--- src/rtl/cpu_pkg.sv ---
// Shared CPU definitions: opcode field geometry, fetch FSM encoding and default widths.
package cpu_pkg;
  localparam int OPCODE_W    = 4;
  localparam int ADDR_W_DEF  = 8;
  localparam int INSTR_W_DEF = 16;

  typedef enum logic [1:0] {
    ST_RUN  = 2'd0,
    ST_WAIT = 2'd1,
    ST_KILL = 2'd2
  } fetch_state_e;

  // The opcode occupies the top OPCODE_W bits of an instruction word.
  function automatic int opcode_lsb(input int instr_w);
    return instr_w - OPCODE_W;
  endfunction
endpackage

--- src/rtl/fetch_queue.sv ---
// Two-entry synchronous FIFO of {pc, instr}; flush outranks push/pop.
module fetch_queue #(
  parameter int AW = 8,
  parameter int IW = 16
) (
  input  logic          clk,
  input  logic          rst,
  input  logic          flush,
  input  logic          push,
  input  logic          pop,
  input  logic [AW-1:0] push_pc,
  input  logic [IW-1:0] push_instr,
  output logic [AW-1:0] head_pc,
  output logic [IW-1:0] head_instr,
  output logic          full,
  output logic          empty,
  output logic [1:0]    count
);
  logic [AW-1:0] pc_r    [2];
  logic [IW-1:0] instr_r [2];
  logic          rd_ptr_r;
  logic          wr_ptr_r;
  logic [1:0]    count_r;
  logic          do_push_s;
  logic          do_pop_s;

  assign do_pop_s  = pop && (count_r != 2'd0);
  assign do_push_s = push && ((count_r != 2'd2) || do_pop_s);

  // Entry storage, pointers and occupancy.
  always_ff @(posedge clk) begin
    if (rst) begin
      rd_ptr_r <= 1'b0;
      wr_ptr_r <= 1'b0;
      count_r  <= 2'd0;
      for (int i = 0; i < 2; i++) begin
        pc_r[i]    <= {AW{1'b0}};
        instr_r[i] <= {IW{1'b0}};
      end
    end else if (flush) begin
      rd_ptr_r <= 1'b0;
      wr_ptr_r <= 1'b0;
      count_r  <= 2'd0;
    end else begin
      if (do_push_s) begin
        pc_r[wr_ptr_r]    <= push_pc;
        instr_r[wr_ptr_r] <= push_instr;
        wr_ptr_r          <= ~wr_ptr_r;
      end
      if (do_pop_s) begin
        rd_ptr_r <= ~rd_ptr_r;
      end
      case ({do_push_s, do_pop_s})
        2'b10:   count_r <= count_r + 2'd1;
        2'b01:   count_r <= count_r - 2'd1;
        default: count_r <= count_r;
      endcase
    end
  end

  assign head_pc    = pc_r[rd_ptr_r];
  assign head_instr = instr_r[rd_ptr_r];
  assign full       = (count_r == 2'd2);
  assign empty      = (count_r == 2'd0);
  assign count      = count_r;
endmodule

--- src/rtl/fetch_unit.sv ---
// Instruction fetch stage: PC, single-outstanding imem requests, 2-entry instruction queue
// and branch-redirect handling (stale responses are swallowed in KILL).
module fetch_unit
  import cpu_pkg::*;
#(
  parameter int                ADDR_W   = ADDR_W_DEF,
  parameter int                INSTR_W  = INSTR_W_DEF,
  parameter logic [ADDR_W-1:0] RESET_PC = {ADDR_W{1'b0}}
) (
  input  logic                clk,
  input  logic                rst,
  output logic                imem_req,
  output logic [ADDR_W-1:0]   imem_addr,
  input  logic                imem_gnt,
  input  logic                imem_rvalid,
  input  logic [INSTR_W-1:0]  imem_rdata,
  input  logic                redirect_valid,
  input  logic [ADDR_W-1:0]   redirect_pc,
  output logic                instr_valid,
  input  logic                instr_ready,
  output logic [INSTR_W-1:0]  instr,
  output logic [OPCODE_W-1:0] opcode,
  output logic [ADDR_W-1:0]   instr_pc
);
  localparam int OP_LSB = opcode_lsb(INSTR_W);

  fetch_state_e        state_r;
  fetch_state_e        state_s;
  logic [ADDR_W-1:0]   pc_r;
  logic [ADDR_W-1:0]   pc_s;
  logic [ADDR_W-1:0]   req_pc_r;
  logic                req_s;
  logic                fire_s;
  logic                push_s;
  logic                pop_s;
  logic                flush_s;
  logic [1:0]          q_count_s;
  logic                q_full_s;
  logic                q_empty_s;
  logic [ADDR_W-1:0]   head_pc_s;
  logic [INSTR_W-1:0]  head_instr_s;

  fetch_queue #(.AW(ADDR_W), .IW(INSTR_W)) u_queue (
    .clk        (clk),
    .rst        (rst),
    .flush      (flush_s),
    .push       (push_s),
    .pop        (pop_s),
    .push_pc    (req_pc_r),
    .push_instr (imem_rdata),
    .head_pc    (head_pc_s),
    .head_instr (head_instr_s),
    .full       (q_full_s),
    .empty      (q_empty_s),
    .count      (q_count_s)
  );

  // Next-state, PC update and queue control; a redirect overrides everything else.
  always_comb begin
    state_s = state_r;
    pc_s    = pc_r;
    push_s  = 1'b0;
    pop_s   = 1'b0;
    flush_s = 1'b0;
    req_s   = (state_r == ST_RUN) && (q_count_s < 2'd2) && !redirect_valid && !rst;
    fire_s  = req_s && imem_gnt;
    if (redirect_valid) begin
      flush_s = 1'b1;
      pc_s    = redirect_pc;
      case (state_r)
        ST_WAIT, ST_KILL: state_s = imem_rvalid ? ST_RUN : ST_KILL;
        ST_RUN:           state_s = ST_RUN;
        default:          state_s = ST_RUN;
      endcase
    end else begin
      pop_s = !q_empty_s && instr_ready;
      case (state_r)
        ST_RUN: begin
          if (fire_s) begin
            state_s = ST_WAIT;
            pc_s    = pc_r + {{(ADDR_W-1){1'b0}}, 1'b1};
          end else begin
            state_s = ST_RUN;
          end
        end
        ST_WAIT: begin
          if (imem_rvalid) begin
            push_s  = 1'b1;
            state_s = ST_RUN;
          end else begin
            state_s = ST_WAIT;
          end
        end
        ST_KILL: begin
          if (imem_rvalid) begin
            state_s = ST_RUN;
          end else begin
            state_s = ST_KILL;
          end
        end
        default: state_s = ST_RUN;
      endcase
    end
  end

  // FSM state, PC and the address of the in-flight request.
  always_ff @(posedge clk) begin
    if (rst) begin
      state_r  <= ST_RUN;
      pc_r     <= RESET_PC;
      req_pc_r <= {ADDR_W{1'b0}};
    end else begin
      state_r <= state_s;
      pc_r    <= pc_s;
      if (fire_s) begin
        req_pc_r <= pc_r;
      end
    end
  end

  assign imem_req    = req_s;
  assign imem_addr   = pc_r;
  assign instr_valid = !q_empty_s;
  assign instr       = q_empty_s ? {INSTR_W{1'b0}} : head_instr_s;
  assign instr_pc    = q_empty_s ? {ADDR_W{1'b0}} : head_pc_s;
  assign opcode      = instr[OP_LSB +: OPCODE_W];
endmodule

--- config.mk ---
export PLATFORM = sky130hd
export DESIGN_NAME = fetch_unit
export DESIGN_NICKNAME = d
export VERILOG_FILES = /design/src/rtl/cpu_pkg.sv /design/src/rtl/fetch_queue.sv /design/src/rtl/fetch_unit.sv
export SDC_FILE = /design/constraint.sdc
export NUM_CORES = 1
export LEC_CHECK = 0
export CORE_UTILIZATION = 40
export CTS_BUF_LIST = sky130_fd_sc_hd__clkbuf_16
export CTS_CLUSTER_DIAMETER = 150
export DETAILED_ROUTE_END_ITERATION = 16
export SYNTH_ARGS = -nofsm -noshare
export SYNTH_HDL_FRONTEND = slang
export SYNTH_SLANG_ARGS = --single-unit
--- constraint.sdc ---
create_clock -name clk -period 2.9 [get_ports clk]
set_clock_uncertainty 0.15 [all_clocks]
set_input_delay 0.58 -clock clk [delete_from_list [all_inputs] [get_ports clk]]
set_output_delay 0.58 -clock clk [all_outputs]
set_load 0.1 [all_outputs]
# [Word level (Yosys, flattened, before mapping)]
# Memories as Yosys holds them, arrays and structs flattened. A register that Yosys moved wholly into a read port is not among the register bits.
# Cells that the tools add are included.
[op_classes] n_addsub=3 magnitude_cmp=1 eq_ne=5 n_mux=33 bitwise=2 reduce_logical=22
[ops] operator="8-bit two-way mux" n=5
[ops] operator="16-bit two-way mux" n=2
[ops] operator="1-bit two-way mux" n=21
[ops] operator="16-bit OR reduction" n=1
[ops] operator="8-bit by 1-bit adder with 8-bit output, second input constant" n=1
[ops] operator="2-bit nonzero test" n=4
[ops] operator="8-bit OR reduction" n=1
[ops] operator="1-bit logical AND" n=7
[ops] operator="2-bit two-way mux" n=3
[ops] operator="2-bit one-hot mux with 3 select lines" n=1
[ops] operator="2-bit by 1-bit equality test with 1-bit output, second input constant" n=2
[ops] operator="2-bit equality test, second input constant" n=2
[ops] operator="2-bit logical NOT" n=2
[ops] operator="2-bit one-hot mux with 2 select lines" n=1
[ops] operator="2-bit OR reduction" n=2
[ops] operator="1-bit logical NOT" n=3
[ops] operator="2-bit by 1-bit adder with 2-bit output, second input constant" n=1
[ops] operator="2-bit less-than comparator, second input constant" n=1
[ops] operator="2-bit inequality test, second input constant" n=1
[ops] operator="1-bit inverter" n=2
[ops] operator="2-bit AND reduction" n=1
[ops] operator="2-bit by 1-bit subtractor with 2-bit output, second input constant" n=1
[ops] operator="1-bit logical OR" n=1
[word_totals] reg_bits=22 mem_bits_rw=48 out_inout_bits=38 n_memories=2
[mem_list] memory="u_queue.instr_r" depth=2 width=16 rd=1 rd_ports_with_merged_regs=1 write_ports=2 line_no="fetch_queue.sv:20" text="logic [IW-1:0] instr_r [2];"
[mem_list] memory="u_queue.pc_r" depth=2 width=8 rd=1 rd_ports_with_merged_regs=1 write_ports=2 line_no="fetch_queue.sv:19" text="logic [AW-1:0] pc_r [2];"

# [Logic depth before layout (Yosys ltp)]
[logic_depth] depth_word=13 ltp_mapped=9 ltp_nobuf=9

# [Cells and area by module]
# From an unflattened synthesis, not the netlist that was laid out.
[unflattened] cells_unflattened=297 hier_area_um2=3468.3
[modules_own_cells] mod="fetch_queue" n_inst=1 cells_each=160 area_per_inst_um2=2361.0 seq_area_each_um2=1541.5
[modules_own_cells] mod="fetch_unit" n_inst=1 cells_each=137 area_per_inst_um2=1107.3 seq_area_each_um2=360.3

# [Worst setup path after synthesis]
# No wires, ideal clock.
[synth_timing] path_type="input port to output port" from="input port redirect_valid" to="output port imem_req" arrival_time_ns=3.369 required_time_ns=2.170 setup_slack_ns=-1.199 cell_stages=4 n_path_buf=2 path_cell_list="or2_2 > clkbuf_1 > buf_2 > nor3b_1"
[synth_between] elab_chain_len=3
[synth_lines] item="from (decl)" line_no="fetch_unit.sv:17" text="input logic redirect_valid,"
[synth_lines] item="1-bit logical NOT" line_no="fetch_unit.sv:65" text="req_s = (state_r == ST_RUN) && (q_count_s < 2'd2) && !redirect_valid && !rst;"
[synth_lines] item="1-bit logical AND (2 in series)" line_no="fetch_unit.sv:65"
[synth_lines] item="to (decl)" line_no="fetch_unit.sv:12" text="output logic imem_req,"
# No other way between the ends.

# [Worst setup path in the final report]
[layout_timing] from="input port rst" to="output port imem_req"
[layout_between] elab_chain_len=2
[layout_lines] item="from (decl)" line_no="fetch_unit.sv:11" text="input logic rst,"
[layout_lines] item="1-bit logical NOT" line_no="fetch_unit.sv:65"
[layout_lines] item="1-bit logical AND" line_no="fetch_unit.sv:65"
# No other way between the ends.

==> results.yml <==
timing:
  rsz0062_at_grt: "no"
  finalCritPeriodShare: 0.8937
  finalHoldViolCount: 0
  fmax_mhz: 385.8
  slew_headroom: 0.2333
  worst_slack_ns: 0.3083
  finalSetupViolCount: 0
  worstMarginPinSlew_ns: 1.141
  fin_crit_ns: 2.592
  maxSlewViolCount: 0
  whs_ns: 0.3330
floorplanning:
  num_io_pins: 68
  die_width_um: 93.39
  initial_core_util: 0.4235
  rows: 32
  die_area_um2: 8721
  core_um2: 7888
  die_y_um: 93.39
placement:
  io_buffer_count: 67
  pre_cts_slack_ns: 0.1951
  gp_congestion: 0.7574
  hpwlAfterDp_mm: 4.483
  placed_area_um2: 4473
clock_network:
  cts_buffers: 9
  tritoncts: "done"
  clk_pin_slew_ns: 0.05
  cts-resized-gates: 0
  cts_buffer_depth: 2
  cts.sinks: 71
  cts-htree-levels: 3
  cts_hold_buffers: 0
  root_buffer: "clkbuf_16"
  clock_latency_ns: 0.32
  cts_setup_buffers: 0
route:
  vias: 2350
  drtAntennaViolNets: 0
  first_iter_violations: 76
  drc: 0
  drtPass1Iterations: 4
  wl_mm: 6.705
  viasPerCell: 5.021
  routedWlPerCell_um: 14.33
status:
  outcome: "finished, final reports clean"
setup_path:
  crit_type: "in2out"
  start_kind: "input pin"
  critPathMaxFanout: 3
  crit_required_ns: 2.17
  crit_arrival_ns: 1.86
  cp-end-kind: "output pin"
job:
  maxCapViolCount: 0
global_route:
  grt_usage: 0.1696
  grt_antenna_before_repair: 0
  grt_max_degree: 25
  overflow: 0
  grt_pass1_vias: 2288
  grt_pass1_wl_mm: 11.18
synth:
  synth_area_per_cell_um2: 11.29
  yosys_warnings: 0
  synth_cell_types: 44
  ys_seq_area_frac: 0.5693
  synthesis.nets: 332
  yosys_register_bits: 71
  syn_area_um2: 3341
  synthCells: 296
power:
  total_power_mw: 2.419
  power.density_nw_per_um2: 508.7
  peakVddDrop_uv: 278.2
  p_leak_nw: 1.705
final_layout:
  drive_gt1_frac: 0.2377
  final_cell_mix: "and2_1 (48), edfxtp_1 (48), buf_12 (31)"
  final_cell_area_um2: 4756
  multi_input_area_um2: 1390
  diodes: 0
  layout.area.seq_um2: 1902
  area_growth_pct: 42.36
  final.fill_count: 623
  nNetsFinal: 397
min_path:
  hold_path.class: "reg2reg"
-- where the power goes --
group / total (mW) / internal (mW) / leakage [nW] / switching, mW
Clock: 1.04 / 0.651 / 0.143 / 0.386
Combinational: 0.245 / 0.0889 / 0.877 / 0.156
Sequential: 1.14 / 1.12 / 0.685 / 0.0215
-- sequential cells by signal, indices dropped and copies added, names as in the netlist, named ones only --
signal and cells:
imem_addr 8, req_pc_r 8, state_r 2, u_queue.count 2
u_queue.instr_r 32, u_queue.pc_r 16, u_queue.rd_ptr_r 1, u_queue.wr_ptr_r 1
-- synthesized netlist by cell type (all sizes together) --
| master | count | area [um2] |
|---|---|---|
| and2 | 48 | 300.3 |
| edfxtp | 48 | 1441 |
| nor2 | 38 | 142.6 |
| mux2i | 24 | 240.2 |
| dfxtp | 23 | 460.4 |
| a21oi | 13 | 65.06 |
| o21ai | 13 | 65.06 |
| clkbuf | 12 | 47.55 |
| buf | 9 | 60.05 |
| nand3 | 9 | 45.04 |
| inv | 8 | 30.03 |
| ha | 6 | 75.07 |
| nand2 | 4 | 15.01 |
| or3 | 4 | 25.02 |
| a311oi | 3 | 26.28 |
| nand3b | 3 | 47.55 |
| nor3b | 3 | 27.52 |
| nor4 | 3 | 25.02 |
| xnor2 | 3 | 26.28 |
| a211oi | 2 | 15.01 |
| nor3 | 2 | 10.01 |
| o31a | 2 | 17.52 |
| xor2 | 2 | 17.52 |
| a2111oi | 1 | 10.01 |
| a21o | 1 | 7.510 |
| a31oi | 1 | 6.260 |
| and3b | 1 | 8.760 |
| nand2b | 1 | 6.260 |
| nand4 | 1 | 6.260 |
| nand4b | 1 | 8.760 |
| nor2b | 1 | 6.260 |
| nor4b | 1 | 15.01 |
| o21bai | 1 | 7.510 |
| o31ai | 1 | 7.510 |
| o41a | 1 | 11.26 |
| or2 | 1 | 6.260 |
| or4 | 1 | 7.510 |
-- critical path, stage by stage --
cell and delay (ns):
clkdlybuf4s50_1 0.48, or2_2 0.33, nor3b_2 0.26, buf_12 0.21
-- per-stage QoR --
stage               setup TNS, ns    util  std cells
floorplan                 -0.2120       -        296
global placement                0  0.5671        452
detailed placement              0  0.5671        452
CTS                             0  0.6030        468
global route                    0  0.6030        468
finish                          0  0.6030        468
-- cell families (layout without fill, tap and decap cells) --
group / after synthesis / in the layout / share of synthesized area
flip-flops: 71 / 71 / 0.5693
adder cells (fa/ha/maj): 6 / 6 / 0.02247
buffers and inverters: 29 / 99 / 0.04120
multiplexers: 24 / 24 / 0.07191
AND/OR/NAND/NOR: 122 / 122 / 0.2105
AO/OA/AOI/OAI: 39 / 39 / 0.07154
XOR/XNOR: 5 / 5 / 0.01311
-- final timing paths --
path | from | end | slack, ns | cells past startpoint
max reg2reg | state_r[1] | u_queue.pc_r[0][2] | 0.74 | 5
min reg2reg | req_pc_r[6] | req_pc_r[6] | 0.33 | 2
max | rst | imem_req | 0.31 | 4
min | req_pc_r[6] | req_pc_r[6] | 0.33 | 2
-- final cells by class --
cell class / count / area share
Timing Repair Buffer: 75 / 0.2152
Clock buffer: 9 / 0.04736
Tap cell: 102 / 0.02683
Clock inverter: 7 / 0.01210
Inverter: 8 / 0.006314
Sequential cell: 71 / 0.3999
Multi-Input combinational cell: 196 / 0.2923
-- metal layers --
layer	wire, um	up-vias	global-route usage	share of wire
li1	-	1177	-	-
met1	3121	1105	0.2104	0.47
met2	3206	58	0.2886	0.48
met3	255	10	0.02846	0.038
met4	121	0	0.07692	0.018
met5	0	-	0	0
No activity file was read; power rests on OpenSTA's default activity.
==> edit (same flow settings) <==
Encoding of `fetch_state_e`: now one-hot (3 bits for 3 states).
--- a/src/rtl/cpu_pkg.sv
+++ b/src/rtl/cpu_pkg.sv
@@ -5,8 +5,8 @@
   localparam int INSTR_W_DEF = 16;
 
-  typedef enum logic [1:0] {
-    ST_RUN  = 2'd0,
-    ST_WAIT = 2'd1,
-    ST_KILL = 2'd2
+  typedef enum logic [2:0] {
+    ST_RUN  = 3'b001,
+    ST_WAIT = 3'b010,
+    ST_KILL = 3'b100
   } fetch_state_e;
 
Check against the original RTL: no difference found for any inputs over 10 cycles, from zero or initial values and one cycle with rst high; not proved beyond that.
==> edit against the unedited design <==
Sequential power hardly changed; design area is 0.45% lower; total power is 2.9% lower; worst hold slack worse by 0.025 ns; wire length is 4.3% lower; worst setup slack worse by 0.073 ns; register-to-register slack better by 0.16 ns; area after synthesis is 1.6% lower; largest cell class unchanged; sequential cell count is 1 higher; largest power group unchanged; cell count is 0.85% higher; die area is 1.6% lower.
==> edit: results (changes against the unedited design) <==
* Num CTS Buffers at 9 (unchanged)
* Avg WL per Cell at 13.60 µm (was 14.33 µm)
* Met2 GRT Util at 0.2796 (was 0.2886)
* Initial antenna violation count at 0 (unchanged)
* Worst-case clock buffer depth at 2 (unchanged)
* Number of diodes at 0 (unchanged)
* Status: complete, no violations (unchanged)
* Worst Path Max Fanout at 2 (was 3)
* Max-slew headroom at 0.7040 (was 0.2333)
* Worst VDD drop at 0.0002794 V (was 0.0002782 V)
* WHS at 0.3078 ns (was 0.3330 ns)
* Asr flop ratio synth at 0 (unchanged)
* M3 GR Usage at 0.02791 (was 0.02846)
* Placement Cell Area at 4449 µm² (was 4473 µm²)
* Hold wc startpoint: req_pc_r[6]$_SDFFE_PP0P_ (unchanged)
* Post-CTS setup buffers at 0 (unchanged)
* DP Worst Slack at 0.2257 ns (was 0.1951 ns)
* Fill count at 682 (was 623)
* Clock transition at path regs at 0.05 ns (about the same)
* First-pass GRT wire length at 10810 µm (was 11180 µm)
* FF-to-FF Start: u_queue.count[1]$_SDFFE_PP0P_ (was state_r[1]$_SDFF_PP0_)
* Netlist cell types at 40 (was 44)
* Pleak at 0.001692 µW (was 0.001705 µW)
* Largest net degree at the start of global routing at 25 (unchanged)
* HP Class: reg -> reg (unchanged)
* Via count at 2345 (was 2350)
* Dominant cell type by area after synthesis: edfxtp_1 (unchanged)
* Synth area leaders: edfxtp_1 44%, dfxtp_1 15%, and2_1 9.3% (was edfxtp_1 43%, dfxtp_1 14%, and2_1 9.0%)
* Worst hold stages at 2 (unchanged)
* Routability cong. at 0.8117 (was 0.7574)
* Hold EP: req_pc_r[6]$_SDFFE_PP0P_ (unchanged)
* Worst R2R Path Depth at 4 (was 5)
* Number of synthesis warnings at 0 (unchanged)
* CTS H-tree depth at 3 (unchanged)
* Root buffer cell: clkbuf_16 (unchanged)
* Pre-Repair DR Iteration Count at 4 (unchanged)
* Post-Layout Cell Count at 472 (was 468)
* Top Registers: u_queue.instr_r: 32 flops, u_queue.pc_r: 16 flops (unchanged)
* Port buffer count at 67 (unchanged)
* Worst reg2reg setup slack at 0.90 ns (was 0.74 ns)
* Reg-to-reg critical path endpoint: imem_addr[7]$_SDFFE_PP0P_ (was u_queue.pc_r[0][2]$_SDFFCE_PN0P_)
* Worst-skew pair later-pin latency at 0.32 ns (about the same)
* Synth cell count leaders: 49 x and2_1, 48 x edfxtp_1, 35 x nor2_1, 24 x dfxtp_1, 24 x mux2i_1 (was 48 x and2_1, 48 x edfxtp_1, 38 x nor2_1, 24 x mux2i_1, 23 x dfxtp_1)
* Seq/Total Area, Yosys at 0.5847 (was 0.5693)
* Routing usage on met1 at 0.1997 (was 0.2104)
* Mapped Nets at 330 (was 332)
* Layout cells sized above 1 at 0.2459 (was 0.2377)
* Post-cts sizing count at 0 (unchanged)
* Placed cell count at 456 (was 452)
* DP HPWL at 4244 µm (was 4483 µm)
* NumNets Final at 396 (was 397)
* GR Util All Layers at 0.1616 (was 0.1696)
* Post-synth EDFFs at 48 (unchanged)
* Mean Syn Cell Area at 10.99 µm² (was 11.29 µm²)
* Initial DRC count at 93 (was 76)
==> edit: kinds of logic (layout without fill, tap and decap cells) <==
kind of cell	after synthesis	count (layout)	synth area share
xor+xnor	4	4	0.01066
simple gates	134	134	0.2166
compound gates	35	35	0.06738
buf+inv	28	99	0.04035
flops	72	72	0.5847
fa+ha+maj	1	1	0.003806
mux	25	25	0.07651
==> edit: layout make-up <==
type | count | area [µm²] | area share
Clock buffer | 10 | 250.2 | 0.05285
Clock inverter | 6 | 35.03 | 0.007400
Inverter | 5 | 18.77 | 0.003964
Multi-Input combinational cell | 199 | 1323 | 0.2793
Sequential cell | 72 | 1922 | 0.4059
Tap cell | 102 | 127.6 | 0.02696
Timing Repair Buffer | 78 | 1059 | 0.2236
==> edit: worst max-delay path by stage <==
stage,from,cells after the start,to,slack [ns]
after global placement,redirect_valid,4,imem_req,0.23
after floorplan,redirect_valid,2,imem_req,0.09
after detailed placement,redirect_valid,4,imem_req,0.23
after CTS,redirect_valid,4,imem_req,0.22
final,redirect_valid,4,imem_req,0.24
after global routing,redirect_valid,4,imem_req,0.17
==> edit: critical path, cell delays in order <==
cell             delay, ns
clkdlybuf4s50_1       0.41
or3_1                 0.41
nor4b_4               0.32
buf_12                0.21
==> edit: routing by layer <==
| metal | vias up | wire length, µm |
|---|---|---|
| met1 | 1091 | 2846 |
| met5 | - | 0 |
| met2 | 66 | 3203 |
| li1 | 1184 | - |
| met3 | 4 | 330 |
| met4 | 0 | 38 |
==> edit: power breakdown <==
group	switching [µW]	internal, µW	total (µW)
clock	389	624	1010
sequential	20.2	1120	1140
combinational	117	76.8	194
